[src/rtl/eq_fir_sched.sv]
`default_nettype none
// +--------------------------------------------------------------------------+
// | eq_fir_sched: buffer pointer / coefficient index sequencer for one FIR   |
// | channel pair. Optional overrun flag: EQ_SCHED_OVERRUN_EN.                |
// | Revision: 1.0                                                            |
// +--------------------------------------------------------------------------+
module eq_fir_sched #(
  parameter int DEPTH  = 1024,
  parameter int ADDR_W = 10,
  parameter int TAPS   = 1021
) (
  input  logic              clk,
  input  logic              rst,
  input  logic              wrt_smpl,
  output logic              wrt_en,
  output logic [ADDR_W-1:0] wrt_addr,
  output logic [ADDR_W-1:0] rd_addr,
  output logic [ADDR_W-1:0] coeff_addr,
  output logic              sequencing,
  output logic              acc_clr,
  output logic              acc_en,
  output logic              result_vld,
`ifdef EQ_SCHED_OVERRUN_EN
  output logic              full,
  output logic              overrun
`else
  output logic              full
`endif
);

  localparam int                FILL_W    = $clog2(TAPS + 1);
  localparam logic [FILL_W-1:0] FILL_MAX  = FILL_W'(TAPS);
  localparam logic [FILL_W-1:0] FILL_TRIG = FILL_W'(TAPS - 1);
  localparam logic [ADDR_W-1:0] LAST_K    = ADDR_W'(TAPS - 1);
  localparam logic [ADDR_W-1:0] LAST_PTR  = ADDR_W'(DEPTH - 1);

  typedef enum logic [1:0] {
    IDLE  = 2'd0,
    RUN   = 2'd1,
    DRAIN = 2'd2,
    DONE  = 2'd3
  } state_t;

  state_t             state;
  state_t             state_nxt;
  logic [ADDR_W-1:0]  new_ptr;
  logic [ADDR_W-1:0]  rd_ptr;
  logic [ADDR_W-1:0]  k;
  logic [FILL_W-1:0]  fill;
  logic               accept;
  logic               pass_start;
  logic               last_issue;

  always_comb begin
    accept     = wrt_smpl && (state == IDLE);
    pass_start = accept && (fill >= FILL_TRIG);
    last_issue = (state == RUN) && (k == LAST_K);
    state_nxt  = state;
    case (state)
      IDLE:    if (pass_start) state_nxt = RUN;
      RUN:     if (last_issue) state_nxt = DRAIN;
      DRAIN:   state_nxt = DONE;
      DONE:    state_nxt = IDLE;
      default: state_nxt = IDLE;
    endcase
  end

  always_ff @(posedge clk or posedge rst) begin
    if (rst) state <= IDLE;
    else     state <= state_nxt;
  end

  // Write side: pointer wraps at DEPTH, fill saturates at TAPS.
  always_ff @(posedge clk or posedge rst) begin
    if (rst) begin
      new_ptr <= '0;
      fill    <= '0;
      full    <= 1'b0;
    end else if (accept) begin
      new_ptr <= (new_ptr == LAST_PTR) ? '0 : new_ptr + 1'b1;
      if (fill != FILL_MAX) begin
        fill <= fill + 1'b1;
        full <= (fill == FILL_TRIG);
      end
    end
  end

  // Read side stops advancing on the final issue so idle outputs keep the
  // last address presented to the RAM/ROM.
  always_ff @(posedge clk or posedge rst) begin
    if (rst) begin
      rd_ptr <= '0;
      k      <= '0;
    end else if (pass_start) begin
      rd_ptr <= new_ptr - LAST_K;
      k      <= '0;
    end else if ((state == RUN) && !last_issue) begin
      rd_ptr <= rd_ptr + 1'b1;
      k      <= k + 1'b1;
    end
  end

  always_ff @(posedge clk or posedge rst) begin
    if (rst) begin
      acc_en  <= 1'b0;
      acc_clr <= 1'b0;
    end else begin
      acc_en  <= (state == RUN);
      acc_clr <= (state == RUN) && (k == '0);
    end
  end

`ifdef EQ_SCHED_OVERRUN_EN
  always_ff @(posedge clk or posedge rst) begin
    if (rst)                              overrun <= 1'b0;
    else if (wrt_smpl && (state != IDLE)) overrun <= 1'b1;
  end
`endif

  assign wrt_en     = accept;
  assign wrt_addr   = new_ptr;
  assign rd_addr    = rd_ptr;
  assign coeff_addr = k;
  assign sequencing = (state == RUN);
  assign result_vld = (state == DONE);

endmodule
`default_nettype wire

[config.mk]
export PLATFORM = sky130hd
export DESIGN_NAME = eq_fir_sched
export DESIGN_NICKNAME = d
export VERILOG_FILES = /design/src/rtl/eq_fir_sched.sv
export SDC_FILE = /design/constraint.sdc
export NUM_CORES = 1
export LEC_CHECK = 0
export ABC_CLOCK_PERIOD_IN_PS = 3130
export CORE_MARGIN = 5
export CORE_UTILIZATION = 55
export CTS_BUF_LIST = sky130_fd_sc_hd__clkbuf_4 sky130_fd_sc_hd__clkbuf_8 sky130_fd_sc_hd__clkbuf_16
export DETAILED_ROUTE_END_ITERATION = 8
export GPL_ROUTABILITY_DRIVEN = 0
export PLACE_DENSITY = 0.85
export SLEW_MARGIN = 5
export SYNTH_ARGS = -nofsm -noshare
export SYNTH_HDL_FRONTEND = slang
export SYNTH_SLANG_ARGS = --single-unit
[constraint.sdc]
create_clock -name clk -period 3.13 [get_ports clk]
set_input_delay 0.4695 -clock clk [delete_from_list [all_inputs] [get_ports clk]]
set_output_delay 0.4695 -clock clk [all_outputs]
set_load 0.03 [all_outputs]
==> impl_metrics.env, run 1 <==
export IMPL_whs_path_depth=1
export IMPL_period_share=0.8988
export IMPL_dp_slack_ns=0.4902
export IMPL_critical_path_buf_inv_count=3
export IMPL_overflow=0
export IMPL_dp_cells=332
export IMPL_synth_fp_nets=265
export IMPL_synth_xor_area_share=0.07790
export IMPL_die_w_um=77.07
export IMPL_initial_core_util=0.5681
export IMPL_antenna_diode_count=0
export IMPL_grt_pass1_vias=2040
export IMPL_crit_chain="inv_1 > ha_1 > nand2_1 > inv_1 > clkdlybuf4s50_1"
export IMPL_async_flop_share=1.000
export IMPL_vdd_drop_max_uv=261.4
export IMPL_port_buffers=38
export IMPL_final_setup_skew_ns=0.01058
export IMPL_holdPathEnd="fill[8]"
export IMPL_postCtsSetupRepairBufs=0
export IMPL_io_pins=39
export IMPL_fp_coreArea_mm2=0.004354
export IMPL_synth_cell_types=43
export IMPL_syn_area_mm2=0.002474
export IMPL_cts_clk_slew_worst_paths_ns=0.08
export IMPL_cp_slowest_cell="clkdlybuf4s50_1"
export IMPL_clock_sinks=45
export IMPL_clk_latency_ns=0.30
export IMPL_critPathTopFamily="buffers and inverters"
export IMPL_grt_pass1_wl_um=9556
export IMPL_max_cap_violations=0
export IMPL_finalSetupViolCount=0
export IMPL_yosysWarnings=0
export IMPL_reg2reg_from="state[0]"
export IMPL_timing_rr_end="rd_addr[5]"
export IMPL_ys_seq_area_frac=0.4552
export IMPL_pwr_density_cell_mw_per_mm2=335.4
export IMPL_row_count=24
export IMPL_synth_top_family_by_area="simple AND/OR/NAND/NOR gates"
export IMPL_ant_nets=0
export IMPL_drc=0
export IMPL_power_total_mw=0.9941
export IMPL_hp_class="flip-flop to flip-flop"
export IMPL_endpoint_kind="output pin"
export IMPL_dieArea_mm2=0.005939
export IMPL_ff2ff_setup_slack_ns=0.75
export IMPL_slew_viol_final=0
export IMPL_wl_per_cell_um=16.13
export IMPL_critPathMaxStageDelay_ns=0.75
export IMPL_hp_start="fill[8]"
export IMPL_cts_root_buf="clkbuf_8"
export IMPL_drt_wl_total_um=5485
export IMPL_place_hpwl_um=3894
export IMPL_final_common_cell="dfrtp_1"
export IMPL_die_h_um=77.07
export IMPL_yosys_area_share_adder=0.06576
export IMPL_tightestPinTransition_ns=0.9931
export IMPL_synth_compound_area_share=0.1275
export IMPL_maxSlewHeadroom=0.3339
export IMPL_fin_hold_ws_ns=0.4743
export IMPL_cts_tree="yes"
export IMPL_crit_fanout=13
export IMPL_synth_top_area_frac=0.4552
export IMPL_status="complete, no violations"
export IMPL_hold_buffers=0
export IMPL_htree_levels=2
export IMPL_final_cells=340
export IMPL_final_util=0.6807
export IMPL_cts_buffers=5
export IMPL_nNetsFinal=303
export IMPL_area_growth_pct=19.83
export IMPL_antenna_found_initial=0
export IMPL_synthMuxAreaShare=0.01669
export IMPL_grt_max_degree=29
export IMPL_rsz0062_at_grt="no"
export IMPL_max_freq_ghz=0.3555
export IMPL_num_vias=2053
export IMPL_ys_top_cells_by_area="dfrtp_1 46%, ha_1 6.6%, xnor2_1 5.3%"
export IMPL_first_iter_violations=173
export IMPL_synth_simple_area_share=0.2054
export IMPL_synth_cells=249
export IMPL_period_minus_slack_ns=2.813
export IMPL_post_cts_resized=0
export IMPL_p_leak_nw=1.246
export IMPL_syn_area_per_cell_um2=9.934
export IMPL_fin_tns_setup_ns=0
export IMPL_final_cell_mix="45 x dfrtp_1, 38 x clkdlybuf4s50_1, 18 x nand2_1, 15 x xnor2_1"
export IMPL_vias_per_cell=6.038
export IMPL_rr_worst_depth=7
export IMPL_layout_drive_gt1_share=0.06250
export IMPL_synth_edff_count=0
export IMPL_timing_final_ws_setup_ns=0.3167
export IMPL_ys_seq_elements=45
export IMPL_worstPathRequired_ns=2.66
export IMPL_ys_flop_type="dfrtp_1"
export IMPL_cpMostUsedCell="inv_1"
export IMPL_cts_path_max_buffers=2
export IMPL_start_kind="flip-flop"
export IMPL_first_pass_iters=4
export IMPL_cp_arrival_ns=2.34
export IMPL_hold_violations=0
export IMPL_grt_use_total=0.1951
export IMPL_yosys_area_top_type="dfrtp_1"
export IMPL_final_area_mm2=0.002964
export IMPL_critical_path_class="flip-flop to output pin"
export IMPL_dpl_cell_area_mm2=0.002863
## registers in the layout, indices dropped and copies added (netlist names)
| name | cells |
|---|---|
| acc_clr | 1 |
| acc_en | 1 |
| coeff_addr | 10 |
| fill | 10 |
| full | 1 |
| rd_addr | 10 |
| state | 2 |
| wrt_addr | 10 |
## metal layers
layer | GRT usage | vias to the layer above | part of all wire
met1 | 0.2485 | 1018 | 0.41
met2 | 0.3319 | 46 | 0.52
met4 | 0.05670 | 0 | 0.010
met3 | 0.04333 | 6 | 0.054
li1 | - | 983 | -
met5 | 0 | - | 0
## final cells by class
cell class,count,area [µm²]
Fill cell,344,1390
Multi-Input combinational cell,180,1220
Sequential cell,45,1126
Timing Repair Buffer,40,395.4
Clock buffer,7,96.34
Tap cell,52,65.06
Inverter,15,56.30
Clock inverter,1,5.005
## synthesized netlist by cell type, types with 4 or more instances
cell / n
a21oi_1: 12
a31oi_1: 8
and4_1: 4
dfrtp_1: 45
ha_1: 13
inv_1: 15
nand2_1: 18
nand3_1: 12
nand4_1: 12
nor2_1: 14
nor3_1: 10
o211ai_1: 4
o21ai_0: 10
o31ai_1: 4
or3_1: 5
or4_1: 6
xnor2_1: 15
xor2_1: 7
## how the worst max path moves through the flow
stage               slack [ns]          start  depth (start not counted)         end
floorplan                 0.99  coeff_addr[0]                          7  rd_addr[5]
global placement          0.52       wrt_smpl                          4      wrt_en
detailed placement        0.49       wrt_smpl                          4      wrt_en
CTS                       0.31       state[0]                          5      wrt_en
global route              0.20       state[1]                          5      wrt_en
finish                    0.32       state[0]                          5      wrt_en
## cell families (layout without fill, tap and decap cells)
logic type | Yosys count | in the layout
buffers and inverters | 24 | 63
XOR/XNOR | 22 | 22
multiplexers | 4 | 4
AND/OR/NAND/NOR | 92 | 92
adder cells (fa/ha/maj) | 13 | 13
flip-flops | 45 | 45
AO/OA/AOI/OAI | 49 | 49
## where the power goes
part           switching (mW)  leakage [nW]  internal, mW  total [mW]
combinational          0.0118         0.619       0.00309      0.0148
clock                   0.199        0.0542         0.200       0.398
sequential                  0         0.573         0.581       0.581
total                   0.210          1.25         0.784       0.994
No activity file was read; power rests on OpenSTA's default activity.
==> run 2: changes to the inputs <==
--- a/config.mk
+++ b/config.mk
@@ -6,7 +6,7 @@
 export NUM_CORES = 1
 export LEC_CHECK = 0
 export ABC_CLOCK_PERIOD_IN_PS = 3130
-export CORE_MARGIN = 5
+export CORE_MARGIN = 3
 export CORE_UTILIZATION = 55
 export CTS_BUF_LIST = sky130_fd_sc_hd__clkbuf_4 sky130_fd_sc_hd__clkbuf_8 sky130_fd_sc_hd__clkbuf_16
 export DETAILED_ROUTE_END_ITERATION = 8
==> run 2 against run 1 <==
  * Non-clock buffer count grew 1
  * Sequential power barely moved
  * Register-to-register slack improved by 0.06 ns
  * Worst hold slack about the same
  * Global-route usage rose by 2.2 points
  * Setup slack better by 0.079 ns
  * Sequential share of layout area increased by 0.080 points
  * Flip-flop and latch count is the same
==> impl_metrics.env, run 2 (same netlist as run 1, synthesis figures left out) <==
export IMPL_status="complete, no violations"
export IMPL_grt_pass1_vias=1890
export IMPL_cts_root_buf="clkbuf_8"
export IMPL_critPathMaxStageDelay_ns=0.75
export IMPL_hp_class="flip-flop to flip-flop"
export IMPL_crit_chain="inv_1 > ha_1 > nand2_1 > inv_1 > clkdlybuf4s50_1"
export IMPL_cp_arrival_ns=2.26
export IMPL_nNetsFinal=304
export IMPL_multiInputGateArea_mm2=0.001220
export IMPL_io_pins=39
export IMPL_port_buffers=38
export IMPL_clk_latency_ns=0.29
export IMPL_period_share=0.8734
export IMPL_grt_pass1_wl_um=9080
export IMPL_met1_usage=0.3069
export IMPL_final_common_cell="dfrtp_1"
export IMPL_drt_wl_total_um=5399
export IMPL_layout_drive_gt1_share=0.06250
export IMPL_max_cap_violations=0
export IMPL_cts_path_max_buffers=2
export IMPL_clock_sinks=45
export IMPL_ant_nets=0
export IMPL_place_hpwl_um=3802
export IMPL_antenna_diode_count=0
export IMPL_critical_path_class="flip-flop to output pin"
export IMPL_overflow=0
export IMPL_final_cell_mix="45 x dfrtp_1, 38 x clkdlybuf4s50_1, 18 x nand2_1, 15 x xnor2_1"
export IMPL_power_total_mw=0.9635
export IMPL_dp_slack_ns=0.5152
export IMPL_hold_buffers=0
export IMPL_p_leak_nw=1.244
export IMPL_ff_latch_area_mm2=0.001126
export IMPL_final_setup_skew_ns=0.006629
export IMPL_critPathTopFamily="buffers and inverters"
export IMPL_vdd_drop_max_uv=425.8
export IMPL_cpMostUsedCell="inv_1"
export IMPL_first_pass_iters=4
export IMPL_grt_use_met2=0.3436
export IMPL_wl_per_cell_um=15.97
export IMPL_die_w_um=73.07
export IMPL_endpoint_kind="output pin"
export IMPL_grt_use_total=0.2175
export IMPL_cp_slowest_cell="clkdlybuf4s50_1"
export IMPL_finalSetupViolCount=0
export IMPL_vias_per_cell=5.997
export IMPL_postCtsSetupRepairBufs=0
export IMPL_cts_buffers=5
export IMPL_maxSlewHeadroom=0.4115
export IMPL_first_iter_violations=168
export IMPL_num_vias=2027
export IMPL_max_freq_ghz=0.3658
export IMPL_grt_max_degree=26
export IMPL_fin_hold_ws_ns=0.4739
export IMPL_dieArea_mm2=0.005338
export IMPL_timing_final_ws_setup_ns=0.3962
export IMPL_drc=0
export IMPL_crit_fanout=13
export IMPL_slew_viol_final=0
export IMPL_nFillCells=328
export IMPL_tightestPinTransition_ns=0.8773
export IMPL_area_growth_pct=19.58
export IMPL_grt_busiest_layer="met2"
export IMPL_period_minus_slack_ns=2.734
export IMPL_row_count=23
export IMPL_start_kind="flip-flop"
export IMPL_fin_tns_setup_ns=0
export IMPL_post_cts_resized=0
export IMPL_die_h_um=73.07
export IMPL_rsz0062_at_grt="no"
export IMPL_worstPathRequired_ns=2.66
export IMPL_initial_core_util=0.5928
export IMPL_antenna_found_initial=0
export IMPL_fp_coreArea_mm2=0.004173
export IMPL_cts_tree="yes"
export IMPL_met3_usage=0.04545
export IMPL_hold_violations=0
export IMPL_cts_clk_slew_worst_paths_ns=0.07
export IMPL_pwr_density_cell_mw_per_mm2=325.7
export IMPL_critical_path_buf_inv_count=3
export IMPL_htree_levels=2
-- run 2: changes by cell type in the layout (fill, tap and decap cells not counted), sizes merged --
cell,previous run,this run
buf,2,3
clkinv,2,1
-- run 2: power breakdown --
part	leakage (nW)	switching (mW)	internal, mW
Sequential	0.573	0	0.581
Clock	0.0477	0.183	0.184
Combinational	0.624	0.0118	0.00390
-- run 2: routing by layer --
layer | share of wire | vias to the layer above | wire length [µm]
met5 | 0 | - | 0
met4 | 0.011 | 0 | 61
met3 | 0.051 | 7 | 274
met2 | 0.50 | 56 | 2679
met1 | 0.44 | 982 | 2383
li1 | - | 982 | -
-- run 2: worst paths after layout --
check	from	end	slack, ns	cells past startpoint
max	state[0]	wrt_en	0.40	5
min	fill[8]	fill[8]	0.47	1
max reg2reg	state[0]	rd_addr[5]	0.81	7
min reg2reg	fill[8]	fill[8]	0.47	1
max in group asynchronous	rst	fill[8]	1.97	3
min in group asynchronous	rst	rd_addr[3]	0.55	2
-- run 2: final cells by class --
type                    count  area share
multi-input cells         180      0.4124
flip-flops and latches     45      0.3807
repair buffers             41      0.1362
clock buffers               7     0.03046
well taps                  50     0.02115
inverters                  15     0.01904
-- run 2: stage by stage --
step,std cells,utilization,cell area [µm²]
finish,338,0.7088,2958
global placement,331,0.6873,2868
CTS,338,0.7088,2958
floorplan,249,-,2474
global route,338,0.7088,2958
detailed placement,331,0.6873,2868
-- run 2: worst register-to-register path: stages, from the launching register on --
cell      delay, ns
dfrtp_1        0.38
inv_1          0.10
ha_1           0.25
nand2_1        0.17
inv_1          0.22
and4_1         0.47
or4_1          0.57
o211ai_1       0.09
==> run 3: changes to the inputs <==
--- a/config.mk
+++ b/config.mk
@@ -11,6 +11,7 @@
 export CTS_BUF_LIST = sky130_fd_sc_hd__clkbuf_4 sky130_fd_sc_hd__clkbuf_8 sky130_fd_sc_hd__clkbuf_16
 export DETAILED_ROUTE_END_ITERATION = 8
 export GPL_ROUTABILITY_DRIVEN = 0
+export HOLD_SLACK_MARGIN = 0.12
 export PLACE_DENSITY = 0.85
 export SLEW_MARGIN = 5
 export SYNTH_ARGS = -nofsm -noshare
==> results of run 3 <==
Final layout, timing and power as in run 2 (identical DEF).
